<file path="src/rtl/racket_control.sv">
// racket_control: racket positions and serve strobe for the pong game.
// Conditions the five button pads (sync + debounce), moves the human rackets
// once per frame, steers racket 2 toward the ball in single-player mode, and
// produces a one-cycle serve strobe per debounced serve press.
module racket_control #(
    parameter int RACKET_SPEED    = 6,
    parameter int AI_SPEED        = 4,
    parameter int Y_TOP           = 51,
    parameter int Y_BOTTOM        = 717,
    parameter int RACKET_H        = 80,
    parameter int BALL_SIZE       = 15,
    parameter int DEBOUNCE_CYCLES = 65000
) (
    input  logic        rst,
    input  logic        clk65MHz,
    input  logic        end_of_frame,
    input  logic        btn_up_1,
    input  logic        btn_down_1,
    input  logic        btn_up_2,
    input  logic        btn_down_2,
    input  logic        btn_serve,
    input  logic        screen_idle,
    input  logic        screen_multi,
    input  logic [10:0] y_pos_of_ball,
    output logic [9:0]  pos_of_player_1,
    output logic [9:0]  pos_of_player_2,
    output logic        serve
);

    localparam int POS_MAX    = Y_BOTTOM - RACKET_H;
    localparam int POS_CENTRE = (Y_TOP + POS_MAX) / 2;
    localparam int CNT_W      = (DEBOUNCE_CYCLES > 1) ? $clog2(DEBOUNCE_CYCLES) : 1;
    localparam int NUM_BTN    = 5;

    localparam logic [CNT_W-1:0] CNT_LAST  = CNT_W'(DEBOUNCE_CYCLES - 1);
    localparam logic [9:0]       RESET_POS = 10'(POS_CENTRE);
    localparam logic [10:0]      TOP11     = 11'(Y_TOP);
    localparam logic [10:0]      MAX11     = 11'(POS_MAX);
    localparam logic [10:0]      HSPD11    = 11'(RACKET_SPEED);

    localparam logic signed [11:0] S_TOP  = 12'(Y_TOP);
    localparam logic signed [11:0] S_MAX  = 12'(POS_MAX);
    localparam logic signed [11:0] S_AI   = 12'(AI_SPEED);
    localparam logic signed [11:0] AI_OFS = 12'(BALL_SIZE / 2 - RACKET_H / 2);

    // ------------------------------------------------------------------
    // Button conditioning
    // ------------------------------------------------------------------
    logic [NUM_BTN-1:0] btn_raw;
    logic [NUM_BTN-1:0] btn_meta;
    logic [NUM_BTN-1:0] btn_sync;
    logic [NUM_BTN-1:0] btn_db;
    logic [CNT_W-1:0]   db_cnt [NUM_BTN];

    assign btn_raw = {btn_serve, btn_down_2, btn_up_2, btn_down_1, btn_up_1};

    // Two-flop synchronizer for the asynchronous pads
    always_ff @(posedge clk65MHz) begin
        if (rst) begin
            btn_meta <= '0;
            btn_sync <= '0;
        end else begin
            btn_meta <= btn_raw;
            btn_sync <= btn_meta;
        end
    end

    // Debounce: flip a level only after DEBOUNCE_CYCLES consecutive mismatches
    always_ff @(posedge clk65MHz) begin
        if (rst) begin
            btn_db <= '0;
            for (int unsigned i = 0; i < NUM_BTN; i++) begin
                db_cnt[i] <= '0;
            end
        end else begin
            for (int unsigned i = 0; i < NUM_BTN; i++) begin
                if (btn_sync[i] == btn_db[i]) begin
                    db_cnt[i] <= '0;
                end else if (db_cnt[i] == CNT_LAST) begin
                    btn_db[i] <= ~btn_db[i];
                    db_cnt[i] <= '0;
                end else begin
                    db_cnt[i] <= db_cnt[i] + 1'b1;
                end
            end
        end
    end

    logic up_1, down_1, up_2, down_2, serve_btn;
    assign up_1      = btn_db[0];
    assign down_1    = btn_db[1];
    assign up_2      = btn_db[2];
    assign down_2    = btn_db[3];
    assign serve_btn = btn_db[4];

    // ------------------------------------------------------------------
    // Racket movement
    // ------------------------------------------------------------------
    // Clamp is tested before the subtract so the 11-bit result never wraps.
    function automatic logic [9:0] human_step(input logic [9:0] pos,
                                              input logic up,
                                              input logic dn);
        logic [10:0] p;
        p = {1'b0, pos};
        if (up && !dn) begin
            if (p < TOP11 + HSPD11) return TOP11[9:0];
            else                    return 10'(p - HSPD11);
        end else if (dn && !up) begin
            if (p > MAX11 - HSPD11) return MAX11[9:0];
            else                    return 10'(p + HSPD11);
        end
        return pos;
    endfunction

    logic signed [11:0] ai_target_raw;
    logic signed [11:0] ai_target;
    logic signed [11:0] ai_diff;
    logic [9:0]         ai_next;

    // Computer racket: centre on the ball, clamp, then step toward the target
    always_comb begin
        ai_target_raw = $signed({1'b0, y_pos_of_ball}) + AI_OFS;
        ai_target     = ai_target_raw;
        if (ai_target_raw < S_TOP)      ai_target = S_TOP;
        else if (ai_target_raw > S_MAX) ai_target = S_MAX;
        ai_diff = ai_target - $signed({2'b00, pos_of_player_2});
        ai_next = pos_of_player_2;
        if (ai_diff >= S_AI)       ai_next = pos_of_player_2 + 10'(AI_SPEED);
        else if (ai_diff <= -S_AI) ai_next = pos_of_player_2 - 10'(AI_SPEED);
    end

    // Position registers: idle load wins over frame movement
    always_ff @(posedge clk65MHz) begin
        if (rst || screen_idle) begin
            pos_of_player_1 <= RESET_POS;
            pos_of_player_2 <= RESET_POS;
        end else if (end_of_frame) begin
            pos_of_player_1 <= human_step(pos_of_player_1, up_1, down_1);
            if (screen_multi) pos_of_player_2 <= human_step(pos_of_player_2, up_2, down_2);
            else              pos_of_player_2 <= ai_next;
        end
    end

    // ------------------------------------------------------------------
    // Serve FSM
    // ------------------------------------------------------------------
    typedef enum logic [1:0] {
        WAIT_RELEASE = 2'd0,
        ARMED        = 2'd1,
        FIRE         = 2'd2
    } serve_state_t;

    serve_state_t state, state_next;
    logic         serve_next;

    // Serve state register
    always_ff @(posedge clk65MHz) begin
        if (rst) state <= WAIT_RELEASE;
        else     state <= state_next;
    end

    // Serve next-state and strobe decode; idle forces the wait-for-release state
    always_comb begin
        state_next = state;
        serve_next = 1'b0;
        case (state)
            WAIT_RELEASE: if (!serve_btn) state_next = ARMED;
            ARMED:        if (serve_btn)  state_next = FIRE;
            FIRE: begin
                state_next = WAIT_RELEASE;
                serve_next = 1'b1;
            end
            default:      state_next = WAIT_RELEASE;
        endcase
        if (screen_idle) begin
            state_next = WAIT_RELEASE;
            serve_next = 1'b0;
        end
    end

    // Registered serve strobe
    always_ff @(posedge clk65MHz) begin
        if (rst) serve <= 1'b0;
        else     serve <= serve_next;
    end

endmodule

</file>
<file path="config.mk">
export PLATFORM = sky130hd
export DESIGN_NAME = racket_control
export DESIGN_NICKNAME = d
export VERILOG_FILES = /design/src/rtl/racket_control.sv
export SDC_FILE = /design/constraint.sdc
export NUM_CORES = 1
export LEC_CHECK = 0
export BUFFER_PORTS_ARGS = -buffer_cell sky130_fd_sc_hd__buf_2
export CORE_ASPECT_RATIO = 1.2
export CORE_UTILIZATION = 55
export CTS_CLUSTER_DIAMETER = 40
export DETAILED_ROUTE_END_ITERATION = 16
export HOLD_SLACK_MARGIN = 0.15
export PLACE_DENSITY = 0.85
export SYNTH_ARGS = -nofsm -noshare
export SYNTH_HDL_FRONTEND = slang
export SYNTH_SLANG_ARGS = --single-unit
export TNS_END_PERCENT = 1
</file>
<file path="constraint.sdc">
create_clock -name clk65MHz -period 12.4 [get_ports clk65MHz]
set_input_delay 1.24 -clock clk65MHz [delete_from_list [all_inputs] [get_ports clk65MHz]]
set_output_delay 1.24 -clock clk65MHz [all_outputs]
set_load 0.01 [all_outputs]
</file>
==> results of run 1 <==
-- area by class of cell --
| cell class | count | area, um^2 |
|---|---|---|
| Timing Repair Buffer | 41 | 205 |
| Sequential cell | 118 | 3160 |
| Tap cell | 171 | 214 |
| Multi-Input combinational cell | 764 | 4680 |
| Clock buffer | 17 | 425 |
| Clock inverter | 15 | 158 |
| Fill cell | 1106 | 4870 |
| Inverter | 29 | 109 |
-- critical path, cell delays in order --
cell and delay, ns:
buf_2 0.12, inv_1 0.11, ha_1 0.30, or4b_4 0.52
and2_0 0.26, xnor2_1 0.18, nor4bb_1 0.36, o21ai_1 0.14
o21a_1 0.20, and3_1 0.24, a31oi_1 0.26, ha_1 0.30
a21o_1 0.24, a211o_1 0.29, mux2_2 0.26, a2111oi_0 0.56
o2111a_2 0.45, nor2_1 0.11, inv_1 0.19, ha_1 0.26
a21o_1 0.17, a21oi_1 0.21, o21ai_0 0.16, o41a_1 0.37
or4_1 0.42, a31oi_1 0.26, nor3_1 0.08
-- cell families after synthesis --
logic type	share of synthesized area
AOI/OAI and AO/OA	0.146
buffers and inverters	0.0294
other	0.000482
xor gates and xnor gates	0.101
DFF	0.407
and+or+nand+nor	0.244
adders and majority gates	0.0579
muxes	0.0132
-- report_power, final --
part           switching [uW]  total [uW]  internal [uW]
Sequential               13.3         448            434
Clock                     182         478            296
Combinational            66.4         113           46.4
Total                     261        1040            777
-- per-stage QoR --
stage / setup slack (ns) / instances
after floorplan: 5.04 / 942
after global placement: 4.48 / 1123
after detailed placement: 4.18 / 1123
after CTS: 4.61 / 1155
after global routing: 3.98 / 1155
final: 4.42 / 1155
-- sequential cells by signal (all words and copies together) (netlist names) --
register / cells
state: 2
btn_meta: 5
pos_of_player_2: 10
pos_of_player_1: 10
db_cnt: 80
serve: 1
btn_db: 5
btn_sync: 5
-- layer usage --
metal / part of all wire / GRT usage
met1: 0.43 / 0.274
met2: 0.51 / 0.406
met3: 0.041 / 0.0501
met4: 0.018 / 0.0993
met5: 0 / 0
-- path summary, 6_finish.rpt --
path | startpoint | end | slack (ns) | depth (start not counted)
max | y_pos_of_ball[0] | pos_of_player_2[9] | 4.42 | 27
min | state[0] | serve | 0.44 | 1
max reg2reg | pos_of_player_2[2] | pos_of_player_2[9] | 6.87 | 17
min reg2reg | state[0] | serve | 0.44 | 1
-- cell usage in the layout, fill, tap and decap left out, types with 5 or more instances in the layout --
cell,n
clkinv_4,5
buf_2,41
and2_1,5
or3_1,14
a21o_1,12
nand2_1,71
or2_2,6
nor3_1,24
conb_1,80
nand4_1,17
dfxtp_1,38
nor2b_1,19
ha_1,32
nor4_1,9
nand3_1,36
o21ai_0,33
nand2b_1,10
and3_1,14
a31oi_1,8
xnor2_1,43
o22ai_1,6
a21oi_1,31
o21a_1,9
mux2i_1,8
xor2_1,47
o211ai_1,7
edfxtp_1,80
inv_1,28
nor2_1,138
clkbuf_16,17
==> flow_summary_export.csv, run 1 <==
group,metric,value,unit
placed_design,dp_hpwl,12100,um
global_routing,grt_max_degree,23,
setup_path,worstSetupPathType,"input pin to register",
placed_design,placed_cell_area,8370,um^2
clock_network,clockBufferDepth,2,
timing,setup-violations-final,0,
logic_synthesis,seq_area_frac_synth,0.407,
routing,drt-total-wl,16700,um
die,io_pins,42,
die,die_height,132,um
logic_synthesis,synth_edf_count,80,
finish,final_core_util,0.648,
status,outcome,"complete, no violations",
timing,maxSlewViolCount,0,
flow_run,max_cap_violations,0,
placed_design,port_buffers,41,
power_and_ir_drop,p_per_area,116,nW/um^2
setup_path,cp-end-kind,"register",
die,initial_utilization,0.563,
clock_network,post_cts_resized,0,
logic_synthesis,syn_area,7770,um^2
timing,holdWs,0.439,ns
timing,period_minus_slack,7.98,ns
power_and_ir_drop,ir_worst_vdd,0.120,mV
power_and_ir_drop,total_power,1040,uW
routing,drc,0,
die,dieArea,14600,um^2
routing,avgViaCountPerCell,5.65,
logic_synthesis,yosys-top-cells-area,"edfxtp_1 31%, dfxtp_1 9.8%, nor2_1 6.7%",
global_routing,grt_pass1_vias,6219,
global_routing,antenna_found_initial,0,
setup_path,cp_max_fo,8,
global_routing,grt_first_pass_wirelength,27800,um
routing,ant_nets,0,
timing,skew,0.0136,ns
timing,rsz0062_at_grt,"no",
finish,final_area,8950,um^2
timing,max_freq,125,MHz
logic_synthesis,yosysMostFrequentCell,"nor2_1",
finish,diodes,0,
logic_synthesis,synth_seq_cells,118,
die,die_w,111,um
power_and_ir_drop,cellLeakagePower,0.00338,uW
clock_network,clkSinkCount,118,
die,core-area,13800,um^2
finish,final_nets,1026,
logic_synthesis,ys.flop_type,"edfxtp_1",
min_path,hp-class,"register to register",
logic_synthesis,yosysUniqueCellTypes,81,
clock_network,postCtsSetupBuffers,0,
logic_synthesis,yosysTopAreaCell,"edfxtp_1",
routing,first_pass_iters,5,
die,num_rows,47,
setup_path,startpoint_type,"input pin",
logic_synthesis,synth-async-reset-ratio,0,
setup_path,arrival,8.27,ns
clock_network,cts_tree,"done",
logic_synthesis,yosys_warnings,0,
timing,hold_viol,0,
logic_synthesis,synth_top_area_share,0.309,
placed_design,globalplace.congestion,0.906,
timing,worstMarginPinSlew,0.884,ns
routing,wl_per_cell,14.4,um
clock_network,path_clk_slew,0.06,ns
global_routing,grt_usage,0.232,
clock_network,cts_hold_buf,0,
clock_network,cts_buffers,17,
logic_synthesis,synth_top_cells_by_count,"138 x nor2_1, 80 x edfxtp_1, 71 x nand2_1",
clock_network,clock_latency,0.42,ns
timing,tns,0,ns
global_routing,gr-total-overflow,0,
finish,area_growth,15.2,%
finish,post_route_cells_drive_above_1_share,0.0945,
clock_network,root_buffer,"clkbuf_16",
routing,vias,6520,
logic_synthesis,syn_avg_cell_area,9.01,um^2
logic_synthesis,netlist_instances,863,
clock_network,h-tree-depth,4,
setup_path,required,12.69,ns
routing,drt_iter0_drc,627,
timing,post-route-period-util,0.644,
timing,slew-limit-headroom,0.409,
No activity file was read; power rests on OpenSTA's default activity.
==> inputs of run 2 (changes only) <==
clock period = 8.2 ns   (was 12.4 ns; I/O delays follow)
==> flow_summary_export.csv, run 2 (synthesis gave the netlist of run 1 again) <==
group,metric,value,unit
clock_network,cts_hold_buf,0,
power_and_ir_drop,p_per_area,182,nW/um^2
die,die_w,111,um
clock_network,path_clk_slew,0.06,ns
finish,diodes,0,
timing,worstMarginPinSlew,0.853,ns
clock_network,cts_buffers,17,
power_and_ir_drop,total_power,1630,uW
min_path,hp-class,"register to register",
power_and_ir_drop,p_sw_frac,0.244,
finish,post_route_cells_drive_above_1_share,0.0945,
placed_design,port_buffers,41,
finish,final_nets,1026,
die,num_rows,47,
finish,layout_common_cells,"138 x nor2_1, 80 x edfxtp_1, 80 x conb_1, 71 x nand2_1, 47 x xor2_1",
die,core-area,13800,um^2
clock_network,h-tree-depth,4,
global_routing,grt_pass1_vias,6319,
clock_network,root_buffer,"clkbuf_16",
routing,drt-total-wl,16900,um
routing,avgViaCountPerCell,5.67,
power_and_ir_drop,ir_worst_vdd,0.201,mV
clock_network,clockBufferDepth,2,
timing,tns,0,ns
timing,max_freq,134,MHz
setup_path,arrival,7.74,ns
routing,wl_per_cell,14.7,um
global_routing,gr-total-overflow,0,
timing,hold_viol,0,
global_routing,grt_usage,0.238,
setup_path,startpoint_type,"input pin",
setup_path,cp-end-kind,"register",
finish,area_growth,15.8,%
routing,first_pass_iters,7,
flow_run,max_cap_violations,0,
timing,post-route-period-util,0.908,
die,initial_utilization,0.563,
power_and_ir_drop,seq_power_share,0.414,
setup_path,required,8.49,ns
finish,regMostFlops,"db_cnt",
setup_path,worstSetupPathType,"input pin to register",
routing,ant_nets,0,
power_and_ir_drop,clkPwrFrac,0.482,
finish,top_regs,"db_cnt: 80 flops, pos_of_player_1: 10 flops, pos_of_player_2: 10 flops",
placed_design,dp_hpwl,12200,um
power_and_ir_drop,p_comb_frac,0.104,
global_routing,grt_max_degree,23,
timing,rsz0062_at_grt,"no",
die,die_height,132,um
die,dieArea,14600,um^2
finish,largest_reg_flops,80,
timing,skew,0.00874,ns
die,io_pins,42,
global_routing,antenna_found_initial,0,
timing,slew-limit-headroom,0.430,
power_and_ir_drop,switching_power,398,uW
routing,drt_iter0_drc,494,
finish,layout_commonest_cell,"nor2_1",
timing,period_minus_slack,7.45,ns
timing,holdWs,0.449,ns
finish,final_core_util,0.651,
clock_network,postCtsSetupBuffers,0,
clock_network,clkSinkCount,118,
power_and_ir_drop,p_int,1240,uW
setup_path,cp_max_fo,8,
timing,maxSlewViolCount,0,
timing,setup-violations-final,0,
status,outcome,"complete, no violations",
routing,drc,0,
placed_design,globalplace.congestion,0.906,
global_routing,grt_first_pass_wirelength,28600,um
clock_network,clock_latency,0.42,ns
clock_network,post_cts_resized,0,
routing,vias,6546,
power_and_ir_drop,cellLeakagePower,0.00340,uW
clock_network,cts_tree,"done",
==> run 2: cell count changes in the layout (fill, tap and decap cells not counted) <==
cell,change
bufinv_16,+2
clkinv_2,-1
clkinvlp_4,-1
==> run 2: routing by layer <==
layer	vias up	routed length, um	GRT usage
li1	3265	-	-
met1	3079	7220	0.276
met2	157	8690	0.429
met3	45	571	0.0372
met4	0	458	0.108
met5	-	0	0
==> run 2: power by group through the flow <==
stage | logic [uW] | registers (uW) | clock network [uW]
after floorplan | 131 | 683 | 0
after global placement | 162 | 687 | 0
after detailed placement | 165 | 689 | 0
after CTS | 167 | 677 | 793
after global routing | 191 | 680 | 818
final | 170 | 677 | 788
==> run 2: layout make-up <==
type,count,area (um^2)
Fill cell,1092,4820
Multi-Input combinational cell,764,4680
Sequential cell,118,3160
Clock buffer,17,425
Tap cell,171,214
Clock inverter,15,205
Timing Repair Buffer,41,205
Inverter,29,109
==> run 2: per-stage QoR <==
step	setup slack (ns)	instance area, um^2	instances
CTS	0.807	9000	1155
floorplan	1.26	8070	942
detailed placement	0.393	8370	1123
finish	0.750	9000	1155
global placement	0.696	8370	1123
global route	0.115	9000	1155
==> run 2: final timing paths <==
kind,startpoint,slack [ns],to,cells past startpoint
max,y_pos_of_ball[0],0.75,pos_of_player_2[9],27
min reg2reg,state[0],0.45,state[1],2
min,state[0],0.45,state[1],2
max reg2reg,pos_of_player_2[2],2.84,pos_of_player_2[9],17
==> run 2: worst max-delay path, cell delays in order <==
cell,delay (ns)
buf_2,0.12
inv_1,0.11
ha_1,0.31
or4b_4,0.52
and2_0,0.27
xnor2_1,0.19
nor4bb_1,0.41
o21ai_1,0.13
o21a_1,0.19
and3_1,0.22
a31oi_1,0.26
ha_1,0.30
a21o_1,0.23
a211o_1,0.29
mux2_2,0.26
a2111oi_0,0.49
o2111a_2,0.43
nor2_1,0.10
inv_1,0.21
ha_1,0.28
a21o_1,0.18
a21oi_1,0.21
o21ai_0,0.16
o41a_1,0.37
or4_1,0.41
a31oi_1,0.20
nor3_1,0.07
==> inputs of run 3 (changes only) <==
PLACE_DENSITY = 0.88   (was 0.85)
clock period = 6.75 ns   (was 8.2 ns; I/O delays follow)
==> flow_summary_export.csv, run 3 (synthesis gave the netlist of run 1 again) <==
group,metric,value,unit
routing,vias,6697,
setup_path,timing.critical_path.mode_cell,"ha_1",
setup_path,cp_max_fo,5,
timing,worstMarginPinSlew,0.731,ns
global_routing,gr-total-overflow,0,
clock_network,cts_hold_buf,0,
die,core-area,13800,um^2
finish,diodes,0,
finish,layout_commonest_cell,"nor2_1",
routing,avgViaCountPerCell,5.72,
global_routing,grt_pass1_vias,6391,
clock_network,clkSinkCount,118,
placed_design,post-place-ws,-0.119,ns
placed_design,dp_hpwl,12600,um
setup_path,slowest_delay,0.54,ns
finish,final_nets,1042,
timing,worst_slack,0.315,ns
die,initial_utilization,0.563,
die,die_w,111,um
die,num_rows,47,
power_and_ir_drop,p_per_area,211,nW/um^2
routing,drt_iter0_drc,515,
routing,wl_per_cell,14.8,um
routing,ant_nets,0,
clock_network,clock_latency,0.41,ns
flow_run,max_cap_violations,0,
timing,setup-violations-final,0,
timing,rsz0062_at_grt,"no",
setup_path,cp-end-kind,"register",
status,outcome,"complete, no violations",
global_routing,grt_max_degree,23,
placed_design,port_buffers,41,
setup_path,startpoint_type,"input pin",
die,io_pins,42,
timing,max_freq,155,MHz
power_and_ir_drop,cellLeakagePower,0.00347,uW
timing,skew,0.00839,ns
finish,largest_reg_flops,80,
routing,drt-total-wl,17300,um
timing,hold_viol,0,
finish,regMostFlops,"db_cnt",
timing,slew-limit-headroom,0.509,
finish,post_route_cells_drive_above_1_share,0.106,
clock_network,path_clk_slew,0.05,ns
global_routing,grt_usage,0.240,
timing,tns,0,ns
clock_network,h-tree-depth,4,
clock_network,cts_tree,"done",
clock_network,clockBufferDepth,2,
setup_path,required,7.03,ns
die,dieArea,14600,um^2
routing,first_pass_iters,7,
clock_network,root_buffer,"clkbuf_16",
placed_design,globalplace.congestion,0.985,
finish,area_growth,16.8,%
setup_path,cp_slowest_cell,"or4_4",
power_and_ir_drop,ir_worst_vdd,0.287,mV
global_routing,grt_first_pass_wirelength,28500,um
timing,post-route-period-util,0.953,
finish,layout_common_cells,"138 x nor2_1, 80 x edfxtp_1, 80 x conb_1, 71 x nand2_1, 47 x xor2_1",
min_path,hp-class,"register to register",
finish,top_regs,"db_cnt: 80 flops, pos_of_player_1: 10 flops, pos_of_player_2: 10 flops",
clock_network,postCtsSetupBuffers,0,
power_and_ir_drop,total_power,1910,uW
clock_network,post_cts_resized,0,
timing,maxSlewViolCount,0,
global_routing,antenna_found_initial,0,
die,die_height,132,um
clock_network,cts_buffers,17,
setup_path,worstSetupPathType,"input pin to register",
timing,period_minus_slack,6.44,ns
setup_path,arrival,6.71,ns
routing,drc,0,
finish,final_core_util,0.657,
==> run 3: area by class of cell <==
class                           instances  area, um^2
Clock buffer                           19         433
Clock inverter                         13         138
Fill cell                            1102        4740
Inverter                               29         109
Multi-Input combinational cell        764        4700
Sequential cell                       118        3160
Tap cell                              171         214
Timing Repair Buffer                   57         325
==> run 3: critical path, delay by kind of cell <==
family | cells | cell delay (ns)
compound gates | 9 | 1.81
fa+ha+maj | 3 | 0.71
xor+xnor | 2 | 0.30
simple gates | 9 | 2.62
buf+inv | 5 | 0.58
==> run 3: power breakdown <==
| group | leakage [uW] | total [uW] | internal [uW] | switching (uW) |
|---|---|---|---|---|
| Combinational | 0.00205 | 218 | 92.8 | 125 |
| Sequential | 0.00113 | 824 | 798 | 25.5 |
| Clock | 0.000280 | 871 | 570 | 301 |
==> run 3: worst paths after layout <==
kind                                         start            endpoint  slack (ns)  depth (start not counted)
worst min-delay path                   btn_meta[4]         btn_sync[4]        0.44                          1
worst max-delay path              y_pos_of_ball[0]  pos_of_player_2[9]        0.31                         28
worst min register to register         btn_meta[4]         btn_sync[4]        0.44                          1
worst max register to register  pos_of_player_2[2]  pos_of_player_2[9]        1.82                         17
==> run 3: per-layer routing <==
layer / share of wire / vias to the layer above / track usage
li1: - / 3297 / -
met1: 0.41 / 3159 / 0.273
met2: 0.52 / 201 / 0.431
met3: 0.044 / 40 / 0.0441
met4: 0.029 / 0 / 0.120
met5: 0 / - / 0
==> run 3: stage by stage <==
stage / std cells / hold slack (ns) / area [um^2]
2_1_floorplan: 942 / 0.396 / 8070
3_3_place_gp: 1139 / 0.404 / 8490
3_5_place_dp: 1139 / 0.415 / 8490
4_1_cts: 1171 / 0.439 / 9060
5_1_grt: 1171 / 0.468 / 9080
6_report: 1171 / 0.442 / 9080
